<file path="config.mk">
export PLATFORM = sky130hd
export DESIGN_NAME = calc_core_p
export DESIGN_NICKNAME = d
export VERILOG_FILES = /design/src/rtl/calc_core_p.sv
export SDC_FILE = /design/constraint.sdc
export NUM_CORES = 1
export LEC_CHECK = 0
export BUFFER_PORTS_ARGS = -buffer_cell sky130_fd_sc_hd__buf_2
export CAP_MARGIN = 5
export CORE_ASPECT_RATIO = 2
export CORE_MARGIN = 2
export CORE_UTILIZATION = 68
export DETAILED_ROUTE_END_ITERATION = 6
export HOLD_SLACK_MARGIN = 0.06
export PLACE_DENSITY_LB_ADDON = 0.3
export SLEW_MARGIN = 20
export SYNTH_ARGS = -nofsm -noshare
export SYNTH_HDL_FRONTEND = slang
export SYNTH_SLANG_ARGS = --single-unit
</file>
<file path="constraint.sdc">
create_clock -name Clk -period 18.5 [get_ports Clk]
set_input_delay 3.7 -clock Clk [delete_from_list [all_inputs] [get_ports Clk]]
set_output_delay 3.7 -clock Clk [all_outputs]
set_load 0.005 [all_outputs]
</file>
<file path="src/rtl/calc_core_p.sv">
// Key-locked ALU with a register file and a serial MSB-first readout port.
// One FSM (LOCKED -> IDLE <-> SHIFT) owns every register and output.
module calc_core_p #(
  parameter int WIDTH      = 8,
  parameter int ADDR_W     = 4,
  parameter int DIV_W      = 8,
  parameter int KEY_PULSES = 2
) (
  input  logic              Clk,
  input  logic              Reset,
  input  logic              InputKey,
  input  logic              ValidCmd,
  input  logic              RW,
  input  logic [WIDTH-1:0]  InA,
  input  logic [WIDTH-1:0]  InB,
  input  logic [3:0]        Sel,
  input  logic [ADDR_W-1:0] Addr,
  input  logic [DIV_W-1:0]  ConfigDiv,
  output logic              Unlocked,
  output logic              Busy,
  output logic              DOut,
  output logic              DOutValid,
  output logic              Err
);

  localparam int RES_W = 2 * WIDTH;
  localparam int DEPTH = 2 ** ADDR_W;
  localparam int KEY_W = $clog2(KEY_PULSES + 1);
  localparam int BIT_W = $clog2(RES_W);

  typedef enum logic [1:0] {LOCKED, IDLE, SHIFT} state_e;

  state_e           state_q;
  logic [KEY_W-1:0] key_cnt_q;
  logic             key_prev_q;
  logic [RES_W-1:0] mem_q [DEPTH];
  logic [RES_W-1:0] shift_q;
  logic [DIV_W-1:0] div_q;
  logic [DIV_W-1:0] cnt_q;
  logic [BIT_W-1:0] bit_q;
  logic             unlocked_q;
  logic             busy_q;
  logic             dout_q;
  logic             dvalid_q;
  logic             err_q;

  logic [RES_W-1:0] a_ext;
  logic [RES_W-1:0] b_ext;
  logic [RES_W-1:0] alu_d;
  logic             alu_ok;
  logic [RES_W-1:0] rd_data;

  assign a_ext   = RES_W'(InA);
  assign b_ext   = RES_W'(InB);
  assign rd_data = mem_q[Addr];

  // NOTE: every output of an always_comb gets a default first so no path leaves it unassigned (no latch).
  always_comb begin
    alu_d  = '0;
    alu_ok = 1'b1;
    case (Sel)
      4'd0:    alu_d = a_ext + b_ext;
      4'd1:    alu_d = a_ext - b_ext;
      4'd2:    alu_d = a_ext * b_ext;
      4'd3:    alu_d = a_ext & b_ext;
      4'd4:    alu_d = a_ext | b_ext;
      4'd5:    alu_d = a_ext ^ b_ext;
      4'd6:    alu_d = a_ext << InB[3:0];
      4'd7:    alu_d = a_ext >> InB[3:0];
      4'd8:    alu_d = {{(RES_W-3){1'b0}}, (InA > InB), (InA == InB), (InA < InB)};
      default: alu_ok = 1'b0;
    endcase
  end

  // NOTE: sequential state uses non-blocking assignments only, so every register sees pre-edge values.
  always_ff @(posedge Clk) begin
    if (!Reset) begin
      state_q    <= LOCKED;
      key_cnt_q  <= '0;
      key_prev_q <= 1'b1;
      shift_q    <= '0;
      div_q      <= '0;
      cnt_q      <= '0;
      bit_q      <= '0;
      unlocked_q <= 1'b0;
      busy_q     <= 1'b0;
      dout_q     <= 1'b0;
      dvalid_q   <= 1'b0;
      err_q      <= 1'b0;
      // NOTE: the register file is cleared by reset because a read after reset must return zero.
      for (int i = 0; i < DEPTH; i++) mem_q[i] <= '0;
    end else begin
      key_prev_q <= InputKey;
      err_q      <= 1'b0;
      case (state_q)
        LOCKED: begin
          if (key_cnt_q == KEY_W'(KEY_PULSES)) begin
            state_q    <= IDLE;
            unlocked_q <= 1'b1;
          end else if (InputKey && !key_prev_q) begin
            key_cnt_q <= key_cnt_q + KEY_W'(1);
          end
        end
        IDLE: begin
          if (ValidCmd && RW) begin
            if (alu_ok) mem_q[Addr] <= alu_d;
            else        err_q       <= 1'b1;
          end else if (ValidCmd) begin
            // First bit goes out on the accept edge so DOutValid spans exactly 2*WIDTH periods.
            shift_q  <= rd_data;
            div_q    <= ConfigDiv;
            cnt_q    <= '0;
            bit_q    <= '0;
            busy_q   <= 1'b1;
            dvalid_q <= 1'b1;
            dout_q   <= rd_data[RES_W-1];
            state_q  <= SHIFT;
          end
        end
        SHIFT: begin
          if (cnt_q == div_q) begin
            cnt_q <= '0;
            if (bit_q == BIT_W'(RES_W - 1)) begin
              busy_q   <= 1'b0;
              dvalid_q <= 1'b0;
              dout_q   <= 1'b0;
              state_q  <= IDLE;
            end else begin
              bit_q   <= bit_q + BIT_W'(1);
              shift_q <= shift_q << 1;
              dout_q  <= shift_q[RES_W-2];
            end
          end else begin
            cnt_q <= cnt_q + DIV_W'(1);
          end
        end
        default: state_q <= LOCKED;
      endcase
    end
  end

  assign Unlocked  = unlocked_q;
  assign Busy      = busy_q;
  assign DOut      = dout_q;
  assign DOutValid = dvalid_q;
  assign Err       = err_q;

endmodule

</file>
# Word-level counts from Yosys, hierarchy flattened

Memory sizes are Yosys's and may differ from the RTL's.
Index checks and enable logic that the tools add are counted.

Register bits: 44
RAM bits: 256
Output and inout port bits: 5
Logic and storage cells: 106
Memories: 1

Add/sub/neg operators: 5
$mul: 1
Order comparisons: 2
Equal/unequal tests: 20
Shift-type cells: 2
Multiplexer cells: 42
Bitwise gates (word level): 5
Reductions and logical operators: 17

Memory list:

| name  | depth | width | read ports | clocked after Yosys merged registers in | write ports | RTL line | RTL |
|---|---|---|---|---|---|---|---|
| mem_q | 16    | 16    | 1          | 0                                       | 16          | 36       | `logic [RES_W-1:0] mem_q [DEPTH];` |

Operators by type and width:

| kind                | number |
|---|---|
| $pmux 16 s9         | 1 |
| $mux 15             | 4 |
| $pmux 15 s2         | 1 |
| $mux 8              | 3 |
| $mux 4              | 5 |
| $mux 1              | 17 |
| $eq 4x3->1 const B  | 4 |
| $eq 8x8->1          | 2 |
| $mul 8x8->16        | 1 |
| $mux 16             | 1 |
| $pmux 8 s2          | 1 |
| $reduce_or 16->1    | 1 |
| $shl 8x4->16        | 1 |
| $shr 8x4->16        | 1 |
| $reduce_and 5->1    | 3 |
| $ne 2x2->1 const B  | 6 |
| $reduce_and 3->1    | 4 |
| $mux 2              | 5 |
| $add 8x8->9         | 1 |
| $reduce_or 9->1     | 1 |
| $sub 8x8->9         | 1 |
| $add 8x1->8 const B | 1 |
| $and 8x8->8         | 1 |
| $eq 4x2->1 const B  | 2 |
| 21 further kinds    | 26 |

# Logic depth before layout (Yosys ltp)

Depth after elaboration: 10
Depth in mapped cells: 20
Mapped depth without buffers: 17

# Worst setup path before layout

Ideal clock, no wire load.

Path type: input port to flip-flop
From: in InB[2]
To: mem mem_q[0][14] in the netlist's numbering (data pin)
Library setup time: 0.270 ns
Data arrival time: 8.155 ns
Required time: 18.230 ns
Path slack: 10.075 ns
Stages: 17
Cell sequence: clkbuf_1 clkbuf_1 nand2_1 fa_1 fa_1 inv_1 fa_1 inv_1 fa_1 inv_1 ha_1 nand4_1 a2111oi_0 nor2_1 mux2i_1 clkbuf_1 a21oi_1

RTL lines:

| what               | RTL line | RTL |
|---|---|---|
| start: declaration | 15       | `input logic [WIDTH-1:0] InB,` |
| end: declaration   | 36       |  |

==> results.cfg <==
[run_status]
outcome = complete, but fails checks
failed_checks = design-rule violations

[final_layout]
final_common_cell = nor2_1
final_cell_mix = nor2_1 (267), edfxtp_1 (256), a21oi_1 (143)
drive_above_1_share_pct = 11.5
antenna_cells = 0
final_nets = 1678
areaGrowthSynthToFinish_pct = 6.29
fin_cells = 1890
final_cell_area_um2 = 18500

[sta]
slew_violations = 0
fin_crit_sh_pct = 48.1
finalSetupTns_ps = 0
relSlewSlack_pct = 24.5
setup_violations = 0
min_period_ps = 8890
skew_ps = 12.9
max_freq_mhz = 112
rsz0062_at_grt = no
finalHoldViolCount = 0
worst_slew_pin_slew_ps = 1130

[logic_synthesis]
synth_area_um2 = 17400
synth_edf_count = 256
syn_avg_cell_area_um2 = 11.1
ys_ff_latch = 300
synth_cell_type_count = 83
syn_inst = 1558
yosysSeqAreaShare_pct = 49.4
yosys_warnings = 0
synth_nets = 1700
synth_ff_type = edfxtp_1
ys_async_sr_fraction_pct = 0

[setup_path]
cp_max_fo = 24
max_stage_delay_ps = 900
required_ps = 18740
crit_slowest_cell = a211oi_2
crit_path_start_kind = primary input
crit_path_end_kind = flop
path_cells = buf_2, clkinv_1, nor2_1, fa_1, fa_1, fa_1, inv_1, fa_1, inv_1, ha_1, nand3_1, o22ai_1, nor2_1, xnor2_1, a211oi_2, nor2_1
reg2reg_slack_ps = 14380
path_class = primary input to flop
crit_top_cell = fa_1
crit_arrival_ps = 9130

[clock_network]
clk_path_buf_depth = 3
ctsHoldBuffers = 0
clk_pin_slew_ps = 80
cts_max_level = 1
cts_tree = built
cts_setup_buffers = 0
cts.sinks = 300
cts-root-buf = clkbuf_16
insertion_delay_ps = 540
cts_inserted_buffers = 24
post_cts_resized = 0

[power]
power_density_nw_per_um2 = 91.3
vdd_drop_max_uv = 64.0
leakage_uw = 0.00704

[global_routing]
grt_max_degree = 59
grt.total_usage_pct = 37.8
antenna_found_initial = 0
grt_pass1_wl_um = 74300
grt_pass1_vias = 13400
grt_overflow_total = 0

[placement]
gp_congestion = 1.03
numPortBuffers = 41
post-dp-hpwl_um = 34800
place_inst = 1845
place_area_um2 = 17700

[routing]
wirelength_um = 49800
num_vias = 12900
post_drt_wl_per_cell_um = 26.3
antenna_left = 0
drt_first_pass_iters = 7
avgViaCountPerCell = 6.81
drc = 2
drtIter0Drc = 1273

[min_path]
hp-class = flop to flop

[floorplan]
die_h_um = 230
pin_count = 42
design.core.area_um2 = 25000
initial_core_util_pct = 69.3
fp-row-count = 82
die_w_um = 117
die_area_um2 = 26900

[run]
max_cap_viol_count = 0
## metrics by stage
| stage | hold WS, ps | util, % | power [µW] | setup slack [ps] |
|---|---|---|---|---|
| detailed placement | 482 | 70.5 | 1180 | 8950 |
| global placement | 469 | 70.5 | 1170 | 9230 |
| floorplan | 435 | - | 1070 | 10070 |
| finish | 497 | 73.7 | 1690 | 9610 |
| CTS | 495 | 73.5 | 1670 | 9410 |
| global route | 521 | 73.7 | 1740 | 9300 |
## layout make-up
type / instances / area, µm²
Tap cell: 336 / 420
Multi-Input combinational cell: 1074 / 8080
Timing Repair Buffer: 58 / 335
Clock inverter: 13 / 105
Clock buffer: 31 / 648
Sequential cell: 300 / 8570
Fill cell: 1746 / 6580
Inverter: 78 / 293
## critical path, delay by kind of cell
kind	cells	cell delay (ps)
adders and majority gates	5	2290
AOI/OAI and AO/OA	2	1230
and+or+nand+nor	4	680
xor gates and xnor gates	1	170
buffers and inverters	4	1060
## Yosys cell counts, types with 8 or more instances
cell type	instances	share of area [%]
o21a_1	20	0.86
a21oi_1	144	4.2
buf_1	10	0.22
nand2b_1	8	0.29
fa_1	38	4.4
dfxtp_1	44	5.1
edfxtp_1	256	44
and2_1	9	0.32
buf_2	29	0.84
a22oi_1	15	0.65
nor3_1	12	0.35
ha_1	67	4.8
xnor2_1	20	1.0
mux4_2	41	5.3
nand4_1	8	0.29
a32oi_1	16	0.81
nor2_1	268	5.8
xor2_1	10	0.50
mux2i_1	99	5.7
clkbuf_1	63	1.4
nor2b_1	19	0.68
nand2_1	95	2.1
inv_1	76	1.6
nand3_1	15	0.43
o21ai_0	33	0.95
## worst paths after layout
| check | startpoint | to | depth (start not counted) |
|---|---|---|---|
| max | InB[2] | mem_q[0][9] | 16 |
| min | Unlocked | Unlocked | 2 |
| max reg2reg | state_q[1] | mem_q[14][12] | 7 |
| min reg2reg | Unlocked | Unlocked | 2 |
## flip-flops by register name, summed over array words and instances (netlist names)
name,cells
mem_q,256
shift_q,15
cnt_q,8
div_q,8
bit_q,4
key_cnt_q,2
state_q,2
DOut,1
DOutValid,1
Err,1
Unlocked,1
key_prev_q,1
## power by group
group	leakage, µW	total (µW)	switching (µW)	internal (µW)
Clock	0.000368	510	244	265
Sequential	0.00300	775	12.9	762
Combinational	0.00368	400	260	140
Total	0.00704	1690	517	1170
## cells by family after synthesis
| logic type | synth area share [%] |
|---|---|
| and+or+nand+nor | 12.9 |
| AOI/OAI and AO/OA | 11.2 |
| DFF | 49.4 |
| buffers and inverters | 4.32 |
| muxes | 11.5 |
| adders and majority gates | 9.21 |
| xor gates and xnor gates | 1.51 |
## per-layer routing
| metal | up-vias | global-route usage [%] | share of wire [%] |
|---|---|---|---|
| li1 | 5580 | - | - |
| met1 | 6155 | 36.4 | 29 |
| met2 | 827 | 66.4 | 52 |
| met3 | 314 | 5.25 | 7.5 |
| met4 | 0 | 34.9 | 11 |
| met5 | - | 0 | 0 |
No activity file was read; power rests on OpenSTA's default activity.
